==> src/rtl/demultiplexer_binary_handshake_decoder.sv <==
// Binary selector to one-hot lane decoder with an out-of-range flag.
// An X/Z selector yields X one-hot bits; it is deliberately not masked.
module decoder_binary_to_one_hot #(
  parameter int ADDR_WIDTH   = 2,
  parameter int OUTPUT_COUNT = 3
) (
  input  logic [ADDR_WIDTH-1:0]   sel,
  output logic [OUTPUT_COUNT-1:0] onehot,
  output logic                    out_of_range
);

  // One extra bit so OUTPUT_COUNT == 2**ADDR_WIDTH still compares correctly.
  localparam logic [ADDR_WIDTH:0] COUNT_EXT = (ADDR_WIDTH+1)'(OUTPUT_COUNT);

  for (genvar i = 0; i < OUTPUT_COUNT; i++) begin : g_dec
    assign onehot[i] = ({1'b0, sel} == (ADDR_WIDTH+1)'(i));
  end

  assign out_of_range = ({1'b0, sel} >= COUNT_EXT);

endmodule

==> src/rtl/demultiplexer_binary_handshake.sv <==
// Ready/valid demultiplexer: one registered stage routes each word to the lane
// addressed by its binary selector; out-of-range selectors are dropped and flagged.
module demultiplexer_binary_handshake #(
  parameter int WORD_WIDTH   = 8,
  parameter int ADDR_WIDTH   = 2,
  parameter int OUTPUT_COUNT = 3
) (
  input  logic                               clock,
  input  logic                               clear_n,
  input  logic                               in_valid,
  output logic                               in_ready,
  input  logic [ADDR_WIDTH-1:0]              in_selector,
  input  logic [WORD_WIDTH-1:0]              in_word,
  output logic [OUTPUT_COUNT-1:0]            out_valid,
  input  logic [OUTPUT_COUNT-1:0]            out_ready,
  output logic [WORD_WIDTH*OUTPUT_COUNT-1:0] words_out,
  output logic                               sel_error
);

  localparam int                        TOTAL_WIDTH = WORD_WIDTH * OUTPUT_COUNT;
  localparam logic [OUTPUT_COUNT-1:0]   LANES_NONE  = '0;

  logic                    buf_valid;
  logic [ADDR_WIDTH-1:0]   buf_sel;
  logic [WORD_WIDTH-1:0]   buf_word;

  logic [OUTPUT_COUNT-1:0] in_onehot;
  logic                    in_err;
  logic [OUTPUT_COUNT-1:0] buf_onehot;
  logic                    buf_err;
  logic [OUTPUT_COUNT-1:0] lane_en;
  logic [TOTAL_WIDTH-1:0]  lanes;
  logic                    drain;
  logic                    accept;
  logic                    load;

  decoder_binary_to_one_hot #(
    .ADDR_WIDTH   (ADDR_WIDTH),
    .OUTPUT_COUNT (OUTPUT_COUNT)
  ) u_dec_in (
    .sel          (in_selector),
    .onehot       (in_onehot),
    .out_of_range (in_err)
  );

  decoder_binary_to_one_hot #(
    .ADDR_WIDTH   (ADDR_WIDTH),
    .OUTPUT_COUNT (OUTPUT_COUNT)
  ) u_dec_buf (
    .sel          (buf_sel),
    .onehot       (buf_onehot),
    .out_of_range (buf_err)
  );

  // Output gated by clear_n so no downstream handshake completes in a reset cycle.
  assign lane_en   = (buf_valid && clear_n && !buf_err) ? buf_onehot : LANES_NONE;
  assign out_valid = lane_en;
  assign drain     = |(lane_en & out_ready);
  assign in_ready  = clear_n & (~buf_valid | drain);
  assign accept    = in_valid & in_ready;
  assign load      = accept & ~in_err & (|in_onehot);

  for (genvar i = 0; i < OUTPUT_COUNT; i++) begin : g_lane
    assign lanes[i*WORD_WIDTH +: WORD_WIDTH] = buf_word & {WORD_WIDTH{lane_en[i]}};
  end
  assign words_out = lanes;

  // ---- stage p1: control state (reset) ----
  always_ff @(posedge clock) begin
    if (!clear_n) begin
      buf_valid <= 1'b0;
      sel_error <= 1'b0;
    end else begin
      sel_error <= accept & in_err;
      if (load)
        buf_valid <= 1'b1;
      else if (drain)
        buf_valid <= 1'b0;
    end
  end

  // ---- stage p1: data hold (no reset; masked by buf_valid on output) ----
  always_ff @(posedge clock) begin
    if (load) begin
      buf_sel  <= in_selector;
      buf_word <= in_word;
    end
  end

endmodule

==> config.mk <==
export PLATFORM = sky130hd
export DESIGN_NAME = demultiplexer_binary_handshake
export DESIGN_NICKNAME = d
export VERILOG_FILES = /design/src/rtl/demultiplexer_binary_handshake_decoder.sv /design/src/rtl/demultiplexer_binary_handshake.sv
export SDC_FILE = /design/constraint.sdc
export NUM_CORES = 1
export LEC_CHECK = 0
export ABC_CLOCK_PERIOD_IN_PS = 2200
export BUFFER_PORTS_ARGS = -buffer_cell sky130_fd_sc_hd__buf_4
export CAP_MARGIN = 40
export CORE_MARGIN = 2
export CORE_UTILIZATION = 38
export CTS_BUF_LIST = sky130_fd_sc_hd__clkbuf_8 sky130_fd_sc_hd__clkbuf_16
export DETAILED_ROUTE_END_ITERATION = 16
export PLACE_DENSITY = 0.76
export SLEW_MARGIN = 15
export SYNTH_ARGS = -nofsm -noshare
export SYNTH_HDL_FRONTEND = slang
export SYNTH_SLANG_ARGS = --single-unit
==> constraint.sdc <==
create_clock -name clock -period 2.2 [get_ports clock]
set_input_delay 0.44 -clock clock [delete_from_list [all_inputs] [get_ports clock]]
set_output_delay 0.44 -clock clock [all_outputs]
set_load 0.005 [all_outputs]
# Word-level counts from Yosys, hierarchy flattened
# Index checks and enable logic that the tools add are counted.
[totals] reg_bits=12 latch_bits=0 mem_bits_rw=0 mem_bits_ro=0 in_bits=16 n_memories=0
[op_classes] add_sub_neg=0 n_mul=0 div_mod_pow=0 n_lt_le_gt_ge=2 eq_ne=4 shift=0 mux=3 bitwise_logic=12 n_reduce_logical=8
[ops] op="AND 8 bit" n=3
[ops] op="OR reduction 3 bit" n=2
[ops] op="AND 1 bit" n=5
[ops] op="equality test 2 x 1 -> 1 bit, second input constant" n=2
[ops] op="equality test 2 bit, second input constant" n=2
[ops] op="greater-or-equal comparator 2 bit, second input constant" n=2
[ops] op="zero test 2 bit" n=2
[ops] op="AND 3 bit" n=1
[ops] op="2-to-1 mux 3 bit" n=1
[ops] op="logical AND 1 bit" n=2
[ops] op="2-to-1 mux 1 bit" n=2
[ops] op="NOT 1 bit" n=2
[ops] op="nonzero test 2 bit" n=1
[ops] op="zero test 1 bit" n=1
[ops] op="bitwise OR 1 bit" n=1

# Depth between registers and ports, before layout
# Gate-level depths: netlist (run 1).
[depth] depth_word=12 ltp_mapped=3 depth_no_buf=3

# Modules after synthesis
# A second synthesis (run 1) with hierarchy kept.
[hier_totals] hier_cells=62 area_unflattened_um2=661.9
[by_module_without_submodules] mod="demultiplexer_binary_handshake" instances=1 cells_each=54 area_each_um2=609.3
[by_module_without_submodules] mod="decoder_binary_to_one_hot" instances=2 cells_each=4 area_each_um2=26.3

# Least setup slack after synthesis (run 1)
# No wires, ideal clock.
[synth_path] path_type="register to register" start="register buf_sel[0]" end="register buf_sel[0], enable pin" setup_ps=342 t_arrival_ps=1197 required_ps=1858 slack_ps=661 stages_incl_launch_ff=4 n_path_buf=0 period_less_slack_ps=1539 path_cell_list="edfxtp_1 -> nand2b_2 -> o211ai_2 -> and4_1"
[synth_between] elab_chain_cells=11
[synth_lines] element="start, declared" line_no="demultiplexer_binary_handshake.sv:24" source="logic [ADDR_WIDTH-1:0] buf_sel;"
[synth_lines] element="start signal, assigned" line_no="demultiplexer_binary_handshake.sv:85" source="buf_sel <= in_selector;"
[synth_lines] element="greater-or-equal comparator 2 bit" line_no="demultiplexer_binary_handshake_decoder.sv:19" source="assign out_of_range = ({1'b0, sel} >= COUNT_EXT);"
[synth_lines] element="zero test 1 bit" line_no="demultiplexer_binary_handshake.sv:56" source="assign lane_en = (buf_valid && clear_n && !buf_err) ? buf_onehot : LANES_NONE;"
[synth_lines] element="logical AND 1 bit" line_no="demultiplexer_binary_handshake.sv:56"
[synth_lines] element="2-to-1 mux 3 bit *" line_no="demultiplexer_binary_handshake.sv:56"
[synth_lines] element="AND 3 bit *" line_no="demultiplexer_binary_handshake.sv:58" source="assign drain = |(lane_en & out_ready);"
[synth_lines] element="OR reduction 3 bit *" line_no="demultiplexer_binary_handshake.sv:58"
[synth_lines] element="bitwise OR 1 bit *" line_no="demultiplexer_binary_handshake.sv:59" source="assign in_ready = clear_n & (~buf_valid | drain);"
[synth_lines] element="AND 1 bit *" line_no="demultiplexer_binary_handshake.sv:59"
[synth_lines] element="AND 1 bit *" line_no="demultiplexer_binary_handshake.sv:60" source="assign accept = in_valid & in_ready;"
[synth_lines] element="AND 1 bit * (2 in a row)" line_no="demultiplexer_binary_handshake.sv:61" source="assign load = accept & ~in_err & (|in_onehot);"
[synth_lines] element="via load" line_no="demultiplexer_binary_handshake.sv:35" source="logic load;"
# Mark *: on every way through the listed nets, which the timed path passes. The rest lies on a longest branch.
# A chain may end at the register's enable or synchronous reset.

# Worst setup path in the final report (run 1)
[layout_path] start="register buf_sel[0]" end="output port words_out[1]"
[layout_between] elab_chain_cells=5
[layout_lines] element="greater-or-equal comparator 2 bit" line_no="demultiplexer_binary_handshake_decoder.sv:19"
[layout_lines] element="zero test 1 bit" line_no="demultiplexer_binary_handshake.sv:56"
[layout_lines] element="logical AND 1 bit" line_no="demultiplexer_binary_handshake.sv:56"
[layout_lines] element="2-to-1 mux 3 bit *" line_no="demultiplexer_binary_handshake.sv:56"
[layout_lines] element="AND 8 bit *" line_no="demultiplexer_binary_handshake.sv:64" source="assign lanes[i*WORD_WIDTH +: WORD_WIDTH] = buf_word & {WORD_WIDTH{lane_en[i]}};"
[layout_lines] element="end, declared" line_no="demultiplexer_binary_handshake.sv:16" source="output logic [WORD_WIDTH*OUTPUT_COUNT-1:0] words_out,"
# Mark *: on every way between the ends. The rest lies on a longest branch, timed or not.

==> metrics.csv, run 1 <==
metric;value;unit
status;completed;
antenna cell count;0;
die extent in x;44.5;µm
pre-CTS setup slack;0.472;ns
#FFs+latches synth;12;
Register Area;340;µm²
worst setup margin;0.298;ns
sequential-to-total area share from yosys stat;0.547;
largest net degree at the start of global routing;11;
Filler cells;130;
RSZ-0062 raised after global routing;no;
RR Startpoint;buf_sel[0]$_DFFE_PP_;
DR WL/cell;12.2;µm
crit path capture type;output port;
PD cells;505;nW/µm²
CTS tree;yes;
Initial DRT Pass Iterations;4;
post-route ant nets;0;
Routed WL;1410;µm
top cells by area, synth;edfxtp_1 (48%), and2_1 (24%), dfxtp_1 (6.4%), nor3b_4 (3.0%), nand2_1 (2.4%);
peak supply drop;0.514;mV
Placer Congestion;0.720;
clk sinks;12;
post-cts resize count;0;
I/O pin cnt;45;
leading area contributor after synthesis;edfxtp_1;
Initial Util;0.408;
via count;528;
setup_tns;0;ns
leakage dissipation;0.484;nW
die height;44.5;µm
Clock Latency Late Sink;0.23;ns
input/output buffers;44;
Tot GR Track Use;0.147;
CTS clk-pin slew, worst paths;0.05;ns
1st-iter DRT viols;5;
placed cell count;111;
Crit Path Max Fanout;9;
layout cells sized above 1;0.535;
most frequent cells in the layout;buf_4 (44), and2_1 (24), edfxtp_1 (10), nand2_1 (4), clkbuf_8 (3);
fin cells;115;
final setup violating endpoints;0;
Worst R2R End;buf_word[0]$_DFFE_PP_;
Worst-Margin Slew;0.417;ns
Ys Warns;0;
cell area after synthesis;622;µm²
Startpoint Class;flop;
Power, Total;0.512;mW
Residual DRC;0;
Site Rows;14;
Pins Over Slew Limit;0;
full die area;1980;µm²
top-area cell type share of the netlist area;0.483;
synthesis-to-layout area growth;62.8;%
Root Buffer Master;clkbuf_8;
CTS Hold Bufs;0;
total grt overflow;0;
Worst setup endpoint;words_out[1];
reg2reg path depth;3;
r2r setup slk;0.52;ns
Core Region;1520;µm²
Cells after Synth;52;
Post-Syn Nets;68;
worst setup path startpoint;buf_sel[0]$_DFFE_PP_;
total CTS buffers;3;
WP data required;1.76;ns
vias per inst;4.59;
final worst-path cycle share;0.864;
Final nets;116;
smallest hold slack;0.381;ns
MaxCap Viol Count;0;
max_slew headroom;0.722;
clock skew;0.00548;ns
vias in the first global route;466;
Worst Setup Path Type;flop to output port;
initial antenna violation count;0;
first-pass GRT wire length;2090;µm
area of the multi-input gates;277;µm²
final hold violations;0;
CP arrival;1.46;ns
Clock Path Buffers;2;
Tmin final;1.90;ns
library cells used by synthesis;16;
Max Clk Rate;526;MHz
HP Class;primary input to flop;
Setup Fix Bufs, Post-CTS;0;
leading cell type in the layout, fill and taps excluded;buf_4;
synthesized area per cell;12.0;µm²
H-Tree Depth;1;
==> critical path, cell delays in order, from the launching register on <==
cell and delay, ns:
edfxtp_1 0.40, nand2b_2 0.24, nor3b_4 0.31, and2_1 0.18, buf_4 0.10
==> synth_stat cells <==
master and instances:
and4b_1 1, nor3b_4 1, nor2_2 1, and2_2 1, and4_1 1, nand4b_1 1
nor3b_2 1, mux2i_1 1, buf_2 1, edfxtp_1 10, nand2_1 4, o211ai_2 1
nand2b_2 1, a21boi_0 1, and2_1 24, dfxtp_1 2
==> logic make-up (layout without fill, tap and decap cells) <==
| kind of cell | Yosys count | count (layout) | share of synthesized area |
|---|---|---|---|
| AND/OR/NAND/NOR | 36 | 36 | 0.396 |
| flip-flops | 12 | 12 | 0.547 |
| AO/OA/AOI/OAI | 2 | 2 | 0.0322 |
| multiplexers | 1 | 1 | 0.0161 |
| buffers and inverters | 1 | 48 | 0.00804 |
==> sequential cells by signal (all words and copies together) (netlist names) <==
register,cells
sel_error,1
buf_sel,2
buf_word,8
buf_valid,1
==> area by class of cell <==
type | instances | share of cell area
multi-input combinational | 39 | 0.273
sequential | 12 | 0.336
clock inverter | 1 | 0.00371
clock buffer | 3 | 0.0408
timing repair buffer | 44 | 0.326
tap | 16 | 0.0198
==> worst min path at each step <==
stage	end	cells past startpoint	from
2_1_floorplan	buf_valid$_SDFFE_PN0P_	2	buf_valid$_SDFFE_PN0P_
3_3_place_gp	buf_valid$_SDFFE_PN0P_	2	buf_valid$_SDFFE_PN0P_
3_5_place_dp	buf_valid$_SDFFE_PN0P_	2	buf_valid$_SDFFE_PN0P_
4_1_cts	buf_word[7]$_DFFE_PP_	1	in_word[7]
5_1_grt	buf_word[7]$_DFFE_PP_	1	in_word[7]
6_report	buf_word[7]$_DFFE_PP_	1	in_word[7]
==> metal layers <==
layer | wire length, µm | up-vias | share of wire | global-route usage
li1 | - | 273 | - | -
met2 | 704 | 24 | 0.50 | 0.253
met3 | 102 | 2 | 0.073 | 0.0204
met5 | 0 | - | 0 | 0
met4 | 8 | 0 | 0.0057 | 0.0727
met1 | 590 | 229 | 0.42 | 0.178
==> stage by stage <==
stage	instance area, µm²	utilization
floorplan	622	-
global placement	967	0.635
detailed placement	967	0.635
CTS	1010	0.664
global route	1010	0.664
finish	1010	0.664
==> report_power, final <==
part	total (mW)	switching [mW]	internal, mW	leakage [nW]
Sequential	0.264	0.00630	0.258	0.109
Clock	0.191	0.0695	0.122	0.0269
Combinational	0.0559	0.0209	0.0350	0.348
Total	0.512	0.0968	0.415	0.484
Note: power is estimated with default switching activity, not from simulation.
==> inputs of run 2 (changes only) <==
--- a/config.mk
+++ b/config.mk
@@ -12,6 +12,7 @@
 export CORE_UTILIZATION = 38
 export CTS_BUF_LIST = sky130_fd_sc_hd__clkbuf_8 sky130_fd_sc_hd__clkbuf_16
 export DETAILED_ROUTE_END_ITERATION = 16
+export GPL_ROUTABILITY_DRIVEN = 1
 export PLACE_DENSITY = 0.76
 export SLEW_MARGIN = 15
 export SYNTH_ARGS = -nofsm -noshare
==> constraint.sdc (replaced) <==
create_clock -name clock -period 2.2 [get_ports clock]
set_input_delay 0.44 -clock clock [delete_from_list [all_inputs] [get_ports clock]]
set_output_delay 0.44 -clock clock [all_outputs]
set_load 0.05 [all_outputs]
==> run 2 against run 1 <==
  * Critical path depth unchanged
  * Sequential power about the same
  * Sequential cell count unchanged
  * Cell count unchanged
  * Largest cell class unchanged
  * Utilization unchanged
  * First-iteration DRC count unchanged
  * Clock skew down 0.0027 ns
  * Global-route usage down 0.90 points
  * Setup slack worse by 0.079 ns
  * Register-to-register slack about the same
==> metrics.csv, run 2 (synthesis gave the netlist of run 1 again) <==
metric;value;unit
status;completed;
Root Buffer Master;clkbuf_8;
Setup Fix Bufs, Post-CTS;0;
H-Tree Depth;1;
Filler cells;134;
Residual DRC;0;
I/O pin cnt;45;
final hold violations;0;
total grt overflow;0;
Tot GR Track Use;0.138;
HP Class;primary input to flop;
vias per inst;4.50;
clock skew;0.00277;ns
vias in the first global route;439;
Routed WL;1290;µm
CP cell instances;nand2b_2 -> nor3b_4 -> and2_1 -> buf_4;
Initial Util;0.408;
PD cells;528;nW/µm²
smallest hold slack;0.384;ns
RSZ-0062 raised after global routing;no;
Clock Path Buffers;2;
r2r setup slk;0.52;ns
Worst path max stage delay;0.39;ns
die height;44.5;µm
pre-CTS setup slack;0.407;ns
peak supply drop;0.570;mV
Max Clk Rate;505;MHz
final worst-path cycle share;0.900;
layout cells sized above 1;0.535;
most frequent cells in the layout;buf_4 (44), and2_1 (24), edfxtp_1 (10), nand2_1 (4), clkbuf_8 (3);
max_slew headroom;0.722;
DR WL/cell;11.2;µm
Top Family by Delay on Critical Path;simple AND/OR/NAND/NOR gates;
CP arrival;1.54;ns
WP data required;1.76;ns
full die area;1980;µm²
area of the multi-input gates;277;µm²
CP bufs+invs;1;
top flop regs;buf_word x8, buf_sel x2;
Initial DRT Pass Iterations;3;
Clock Latency Late Sink;0.23;ns
via count;518;
Largest register FFs;8;
post-cts resize count;0;
Startpoint Class;flop;
input/output buffers;44;
fin cells;115;
antenna cell count;0;
CTS clk-pin slew, worst paths;0.05;ns
synthesis-to-layout area growth;62.8;%
first-pass GRT wire length;2000;µm
Core Region;1520;µm²
largest net degree at the start of global routing;11;
Site Rows;14;
Crit Path Max Fanout;9;
CTS tree;yes;
CTS Hold Bufs;0;
Worst-Margin Slew;0.417;ns
final setup violating endpoints;0;
total CTS buffers;3;
final core occ;0.664;
setup_tns;0;ns
Register Area;340;µm²
leakage dissipation;0.480;nW
Final nets;116;
Tmin final;1.98;ns
Pins Over Slew Limit;0;
Crit-path slowest cell;edfxtp_1;
initial antenna violation count;0;
1st-iter DRT viols;5;
leading cell type in the layout, fill and taps excluded;buf_4;
die extent in x;44.5;µm
MaxCap Viol Count;0;
Placer Congestion;0.694;
Worst Setup Path Type;flop to output port;
placed cell count;111;
Largest Register;buf_word;
crit path capture type;output port;
worst setup margin;0.220;ns
clk sinks;12;
post-route ant nets;0;
## run 2: final cells by class
type | count | area share
tap | 16 | 0.0198
clock buffer | 3 | 0.0408
sequential | 12 | 0.336
timing repair buffer | 44 | 0.326
multi-input combinational | 39 | 0.273
clock inverter | 1 | 0.00371
## run 2: per-layer routing
layer	vias to the layer above	global-route usage	wire [µm]
met5	-	0	0
met4	0	0.0545	8
met3	2	0.0245	115
met2	24	0.238	653
met1	218	0.169	511
li1	274	-	-
## run 2: power by group
group          internal, mW  switching [mW]
clock network         0.122          0.0677
logic                0.0358          0.0451
registers             0.258         0.00626
## run 2: worst paths after layout
check,depth (start not counted),start,to
setup / recovery,4,buf_sel[0]$_DFFE_PP_,words_out[1]
hold / removal,1,in_word[6],buf_word[6]$_DFFE_PP_
setup reg to reg,3,buf_sel[0]$_DFFE_PP_,buf_sel[1]$_DFFE_PP_
hold reg to reg,2,buf_valid$_SDFFE_PN0P_,buf_valid$_SDFFE_PN0P_
## run 2: metrics by stage
stage          cell area [µm²]  power (mW)
2_1_floorplan              622       0.312
3_3_place_gp               967       0.349
3_5_place_dp               967       0.351
4_1_cts                   1010       0.541
5_1_grt                   1010       0.558
6_report                  1010       0.535
## run 2: worst reg2reg max path: cells and delay by family (launching register included)
| kind | cells | cell delay [ns] |
|---|---|---|
| simple gates | 2 | 0.73 |
| flops | 1 | 0.39 |
| compound gates | 1 | 0.22 |
